### config.mk
export PLATFORM = sky130hd
export DESIGN_NAME = mem_stage_ctrl
export DESIGN_NICKNAME = d
export VERILOG_FILES = /design/src/rtl/mem_stage_ctrl.sv
export SDC_FILE = /design/constraint.sdc
export NUM_CORES = 1
export LEC_CHECK = 0
export ABC_AREA = 1
export BUFFER_PORTS_ARGS = -buffer_cell sky130_fd_sc_hd__buf_2
export CORE_ASPECT_RATIO = 1.75
export CORE_MARGIN = 2
export CORE_UTILIZATION = 35
export CTS_CLUSTER_SIZE = 28
export DETAILED_ROUTE_END_ITERATION = 8
export PLACE_DENSITY = 0.6
export SYNTH_ARGS = -nofsm -noshare
export SYNTH_HDL_FRONTEND = slang
export SYNTH_SLANG_ARGS = --single-unit
### constraint.sdc
create_clock -name clk -period 1.9 [get_ports clk]
set_input_delay 0.19 -clock clk [delete_from_list [all_inputs] [get_ports clk]]
set_output_delay 0.19 -clock clk [all_outputs]
set_load 0.02 [all_outputs]
### src/rtl/mem_stage_ctrl.sv
// mem_stage_ctrl: MEM-stage controller.
// Turns EX/MEM loads and stores into req/ack transactions on a variable-latency
// data memory. It stalls the front of the pipeline while an access is
// outstanding, resolves the beq decision, and holds the MEM/WB pipeline register.
module mem_stage_ctrl #(
    parameter int          TIMEOUT  = 16,
    parameter logic [31:0] ERR_DATA = 32'hDEADBEEF
) (
    input  logic        clk,
    input  logic        rst,
    // EX/MEM pipeline register outputs
    input  logic [31:0] MEM_pc_br,
    input  logic        MEM_zero,
    input  logic [31:0] MEM_ALU_res,
    input  logic [31:0] MEM_rdata2,
    input  logic [4:0]  MEM_wreg,
    input  logic        MEM_memread,
    input  logic        MEM_memwrite,
    input  logic        MEM_branch,
    input  logic        MEM_regwrite,
    input  logic        MEM_memtoreg,
    // data memory handshake
    output logic        dmem_req,
    output logic        dmem_we,
    output logic [31:0] dmem_addr,
    output logic [31:0] dmem_wdata,
    input  logic [31:0] dmem_rdata,
    input  logic        dmem_ack,
    // pipeline control
    output logic        stall,
    output logic        pcsrc,
    output logic [31:0] pc_br,
    output logic        align_err,
    output logic        bus_err,
    // MEM/WB pipeline register
    output logic [31:0] WB_rdata,
    output logic [31:0] WB_ALU_res,
    output logic [4:0]  WB_wreg,
    output logic        WB_regwrite,
    output logic        WB_memtoreg
);

    typedef enum logic [1:0] {IDLE, REQ, DONE} state_t;

    // Wide enough to hold TIMEOUT-1 even when TIMEOUT is a power of two.
    localparam int CW = $clog2(TIMEOUT + 1);

    state_t        state_q, state_d;
    logic [CW-1:0] cnt_q, cnt_d;
    logic          req_q, req_d;
    logic          we_q, we_d;
    logic [31:0]   addr_q, addr_d;
    logic [31:0]   wdata_q, wdata_d;
    logic [31:0]   ldata_q, ldata_d;      // load data latched at ack or timeout
    logic          align_err_q, align_err_d;
    logic          bus_err_q, bus_err_d;
    logic [31:0]   wb_rdata_q, wb_rdata_d;
    logic [31:0]   wb_alu_q, wb_alu_d;
    logic [4:0]    wb_wreg_q, wb_wreg_d;
    logic          wb_regwrite_q, wb_regwrite_d;
    logic          wb_memtoreg_q, wb_memtoreg_d;

    logic memop;
    logic aligned;
    logic is_load;
    logic misaligned;

    // A set memwrite wins over memread, so "load" means read without write.
    assign memop      = MEM_memread | MEM_memwrite;
    assign aligned    = (MEM_ALU_res[1:0] == 2'b00);
    assign is_load    = MEM_memread & ~MEM_memwrite;
    assign misaligned = memop & ~aligned;

    // Branch resolution: valid in every state; the consumer ignores it while stalled.
    assign pcsrc = MEM_branch & MEM_zero;
    assign pc_br = MEM_pc_br;

    assign dmem_req    = req_q;
    assign dmem_we     = we_q;
    assign dmem_addr   = addr_q;
    assign dmem_wdata  = wdata_q;
    assign align_err   = align_err_q;
    assign bus_err     = bus_err_q;
    assign WB_rdata    = wb_rdata_q;
    assign WB_ALU_res  = wb_alu_q;
    assign WB_wreg     = wb_wreg_q;
    assign WB_regwrite = wb_regwrite_q;
    assign WB_memtoreg = wb_memtoreg_q;

    // Next-state, handshake and MEM/WB update logic.
    always_comb begin
        // NOTE: every signal gets a default first, so no path can infer a latch.
        state_d       = state_q;
        cnt_d         = cnt_q;
        req_d         = req_q;
        we_d          = we_q;
        addr_d        = addr_q;
        wdata_d       = wdata_q;
        ldata_d       = ldata_q;
        align_err_d   = 1'b0;
        bus_err_d     = 1'b0;
        stall         = 1'b0;
        wb_rdata_d    = wb_rdata_q;
        wb_alu_d      = wb_alu_q;
        wb_wreg_d     = wb_wreg_q;
        wb_regwrite_d = wb_regwrite_q;
        wb_memtoreg_d = wb_memtoreg_q;

        unique case (state_q)
            IDLE: begin
                if (memop && aligned) begin
                    stall   = 1'b1;
                    state_d = REQ;
                    req_d   = 1'b1;
                    we_d    = MEM_memwrite;
                    addr_d  = MEM_ALU_res;
                    wdata_d = MEM_rdata2;
                    cnt_d   = '0;
                end else if (misaligned) begin
                    // Dropped access: no request, instruction flows on without a write.
                    align_err_d = 1'b1;
                end
            end
            REQ: begin
                stall = 1'b1;
                if (dmem_ack) begin
                    if (!we_q) begin
                        ldata_d = dmem_rdata;
                    end
                    req_d   = 1'b0;
                    state_d = DONE;
                end else if (cnt_q == CW'(TIMEOUT - 1)) begin
                    ldata_d   = ERR_DATA;
                    bus_err_d = 1'b1;
                    req_d     = 1'b0;
                    state_d   = DONE;
                end else begin
                    cnt_d = cnt_q + CW'(1);
                end
            end
            DONE: begin
                // No request issued here; the next op is examined in IDLE.
                state_d = IDLE;
            end
            default: begin
                state_d = IDLE;
            end
        endcase

        // MEM/WB: a bubble while stalled, otherwise capture the instruction.
        if (stall) begin
            wb_regwrite_d = 1'b0;
            wb_memtoreg_d = 1'b0;
        end else begin
            wb_alu_d      = MEM_ALU_res;
            wb_wreg_d     = MEM_wreg;
            wb_memtoreg_d = MEM_memtoreg;
            wb_regwrite_d = MEM_regwrite & ~misaligned;
            if (state_q == DONE && is_load) begin
                wb_rdata_d = ldata_q;
            end
        end
    end

    // State and pipeline registers with synchronous reset.
    always_ff @(posedge clk) begin
        // NOTE: sequential state uses non-blocking assignments so every register
        // samples the values from before this edge.
        if (rst) begin
            state_q       <= IDLE;
            cnt_q         <= '0;
            req_q         <= 1'b0;
            we_q          <= 1'b0;
            addr_q        <= '0;
            wdata_q       <= '0;
            ldata_q       <= '0;
            align_err_q   <= 1'b0;
            bus_err_q     <= 1'b0;
            wb_rdata_q    <= '0;
            wb_alu_q      <= '0;
            wb_wreg_q     <= '0;
            wb_regwrite_q <= 1'b0;
            wb_memtoreg_q <= 1'b0;
        end else begin
            state_q       <= state_d;
            cnt_q         <= cnt_d;
            req_q         <= req_d;
            we_q          <= we_d;
            addr_q        <= addr_d;
            wdata_q       <= wdata_d;
            ldata_q       <= ldata_d;
            align_err_q   <= align_err_d;
            bus_err_q     <= bus_err_d;
            wb_rdata_q    <= wb_rdata_d;
            wb_alu_q      <= wb_alu_d;
            wb_wreg_q     <= wb_wreg_d;
            wb_regwrite_q <= wb_regwrite_d;
            wb_memtoreg_q <= wb_memtoreg_d;
        end
    end

endmodule

==> impl_metrics.csv <==
group,metric,value,unit
logic_synthesis,synth_compound_area_share,5.29,%
logic_synthesis,synth_top_cell_by_area,"dfxtp_1",
timing,finalMaxSlewViolations,0,
critical_path,critPathMaxStageDelay,0.36,ns
die,initial_core_util,35.8,%
clock_tree,cts_tree,"yes",
timing,hold_viol_final,0,
detailed_routing,wl_met1,7.88,mm
power_and_ir_drop,p_leak,4.92,nW
placed_design,dp_hpwl,14.0,mm
detailed_routing,route.detailed.drc,0,
timing,relSlewSlack,63.0,%
timing,period_share,93.3,%
timing,min_period,1.77,ns
placed_design,dp_cells,1454,
finish,fin_nets,1421,
detailed_routing,routed.top_layer,"met4",
die,rows,69,
logic_synthesis,synth-seq-area-share,49.1,%
clock_tree,cts_buffers,17,
power_and_ir_drop,switching_share,28.0,%
global_routing,grt_max_degree,88,
logic_synthesis,ys_types,23,
power_and_ir_drop,power_density,895,nW/µm²
power_and_ir_drop,internal_power,0.00616,W
logic_synthesis,netlist.area_leader.share,49.1,%
global_routing,antenna_found_initial,2,
logic_synthesis,yosys.area_share.simple,33.0,%
clock_tree,cts.sinks,178,
logic_synthesis,postSynthAreaPerCell,7.02,µm²
detailed_routing,detail_route.first_pass.iterations,5,
critical_path,cp.required,1.71,ns
detailed_routing,antenna_left,0,
finish,area_growth,31.8,%
logic_synthesis,synth_area_leaders,"dfxtp_1 49%, nor2_1 15%, nand2_1 11%",
die,dieArea,21900,µm²
critical_path,crit_slowest_cell,"dfxtp_1",
critical_path,cp.depth,4,
clock_tree,htreeDepth,4,
status,status,"finished clean",
critical_path,cp-startpoint,"state_q[1]",
die,die_h,194,µm
detailed_routing,wl_met2,10.6,mm
finish,nFillCells,2050,
power_and_ir_drop,p_sw,0.00239,W
timing,worst_slew_pin_slew,0.555,ns
die,die_w,113,µm
global_routing,grt-ovfl-total,0,
detailed_routing,drtIter0Drc,328,
critical_path,worstSetupStartpointType,"flip-flop",
finish,fin_cells,1540,
clock_tree,clkLatencyLatePin,0.43,ns
clock_tree,cts_root_buffer,"clkbuf_16",
detailed_routing,avgRoutedWirePerCell,13.2,µm
timing,fin_worst_skew,0.00529,ns
global_routing,grt_pass1_vias,6574,
critical_path,r2r_cells,11,
logic_synthesis,synth_xor_area_share,0,%
global_routing,track_usage,18.4,%
critical_path,crit_type,"flip-flop to output port",
timing,rsz0062_at_grt,"false",
logic_synthesis,synth_top_family_by_area,"simple AND/OR/NAND/NOR gates",
detailed_routing,wirelength,20.4,mm
die,io_pins,315,
logic_synthesis,syn_nets,1177,
placed_design,place_congestion,0.760,
clock_tree,clk_pin_slew,0.07,ns
global_routing,grt_pass1_wl,32.4,mm
critical_path,crit_buf_inv,1,
placed_design,io_buffers,250,
timing,max_freq,564,MHz
critical_path,crit_family,"simple AND/OR/NAND/NOR gates",
finish,final_util,47.1,%
critical_path,cp.arrival,1.58,ns
power_and_ir_drop,vdd_ir_drop_max,0.701,mV
critical_path,timing.rr.start,"cnt_q[1]",
flow_run,maxCapViolCount,0,
timing,setup_viol,0,
min_path,min_path_type,"input port to flip-flop",
timing,fin_tns_setup,0,ns
critical_path,r2r_setup_slack,0.24,ns
power_and_ir_drop,p_comb_share,14.9,%
finish,drive_gt1_share,24.3,%
power_and_ir_drop,p_seq_share,47.0,%
clock_tree,cts_buffer_depth,2,
detailed_routing,wl_met3,1.10,mm
critical_path,critical_path.max_fanout,28,
logic_synthesis,synth-seq-cells,178,
critical_path,crit_path_end_kind,"output port",
logic_synthesis,synth_fa_ha_area_share,0.345,%
logic_synthesis,synthMuxAreaShare,0,%
detailed_routing,vias,6888,
power_and_ir_drop,clock_power_share,38.1,%
logic_synthesis,syn_inst,1033,
critical_path,crit_path_cell_trace,"nor2_2 > nand3_4 > nand2_8 > buf_2",
critical_path,timing.rr.end,"ldata_q[23]",
critical_path,cp-endpoint,"stall",
logic_synthesis,yosysWarningCount,0,
detailed_routing,vias_per_cell,4.47,
die,core,20300,µm²
logic_synthesis,netlist_area,7250,µm²
[metrics by stage]
step | worst slack [ns] | instance area, µm² | total power, W | hold WS [ns]
after floorplan | 0.282 | 7250 | 0.00495 | 0.325
after global placement | 0.214 | 8470 | 0.00529 | 0.380
after detailed placement | 0.148 | 8470 | 0.00530 | 0.380
after CTS | 0.0404 | 9540 | 0.00868 | 0.000150
after global routing | 0.0320 | 9560 | 0.00896 | 0.0139
final | 0.128 | 9560 | 0.00855 | 0.0186
[layout make-up]
class                   count  area (µm²)  area share [%]
inverters                  84         322            3.36
flip-flops and latches    178        3560            37.3
clock inverters            12        85.1           0.890
clock buffers              20         457            4.78
multi-input cells         675        2820            29.5
well taps                 248         310            3.25
diodes                      2        5.00          0.0523
repair buffers            321        1990            20.8
[metal layers]
layer  global-route usage (%)  up-vias
met5                        0        -
met4                     9.58        0
met3                     4.61       50
met2                     33.5      186
met1                     19.2     3051
li1                         -     3601
[synth_stat cells]
cell type	instances
nor2_1	290
nand2_1	217
dfxtp_1	178
inv_1	80
nand3_1	77
buf_4	42
a21oi_1	40
o21ai_0	34
clkbuf_1	28
buf_2	22
buf_6	4
inv_2	4
nand4_1	3
ha_1	2
nand3b_1	2
nor2_4	2
nor3_1	2
and2_1	1
nand2_4	1
nor3b_2	1
nor4_1	1
o21ai_1	1
o21ai_2	1
[flip-flops by register name, indices dropped and copies added (netlist names), 2 cells and up]
signal,cells
WB_rdata,32
WB_wreg,5
state_q,2
cnt_q,5
WB_ALU_res,32
dmem_wdata,32
ldata_q,32
dmem_addr,32
[worst min-delay path by stage]
stage | startpoint | to | slack (ns) | cells past startpoint
floorplan | MEM_ALU_res[10] | dmem_addr[10] | 0.32 | 2
global placement | MEM_pc_br[0] | pc_br[0] | 0.38 | 0
detailed placement | MEM_pc_br[0] | pc_br[0] | 0.38 | 0
CTS | MEM_wreg[3] | WB_wreg[3] | 0.0001 | 3
global route | MEM_ALU_res[25] | dmem_addr[25] | 0.01 | 3
finish | MEM_ALU_res[29] | dmem_addr[29] | 0.02 | 3
[power groups by stage]
stage               logic [W]  registers (W)  clock network [W]
finish                0.00127        0.00402            0.00326
global route          0.00141        0.00405            0.00350
CTS                   0.00128        0.00402            0.00337
detailed placement    0.00119        0.00411                  0
global placement      0.00119        0.00410                  0
floorplan            0.000649        0.00430                  0
[what timing repair did]
action / CTS / global route
hold buffers: 52 / 0
setup buffers: 0 / 0
endpoints found under the setup margin: 1 / 20
hold endpoints to repair: 52 / 0
gates resized for setup: 1 / 4
gates cloned: 0 / 0
[cells by family (layout without fill, tap and decap cells)]
family / Yosys count / count (layout)
compound gates: 76 / 76
fa+ha+maj: 2 / 2
buf+inv: 180 / 437
flops: 178 / 178
other cells: 0 / 2
simple gates: 597 / 597
[worst register-to-register path: stages (launching register included)]
cell	delay [ns]
dfxtp_1	0.36
ha_1	0.18
nand2_1	0.07
nor2_1	0.09
ha_1	0.18
nand2_1	0.10
o21ai_2	0.11
inv_2	0.07
nor2_4	0.10
buf_12	0.19
nor2_1	0.06
nor2_1	0.09
[placed cells by master (no fill, tap or decap), types with 2 or more instances in the layout]
cell type,count
nor2_1,289
buf_2,250
nand2_1,217
dfxtp_1,177
inv_1,78
nand3_1,76
dlygate4sd3_1,52
a21oi_1,40
o21ai_0,34
clkbuf_16,17
buf_4,12
buf_12,6
clkinvlp_4,5
inv_2,4
clkinv_2,4
nand4_1,3
clkinv_4,3
diode_2,2
nor2_4,2
nand3b_1,2
nor3_1,2
ha_1,2
clkbuf_8,2
Note: power is estimated with default switching activity, not from simulation.
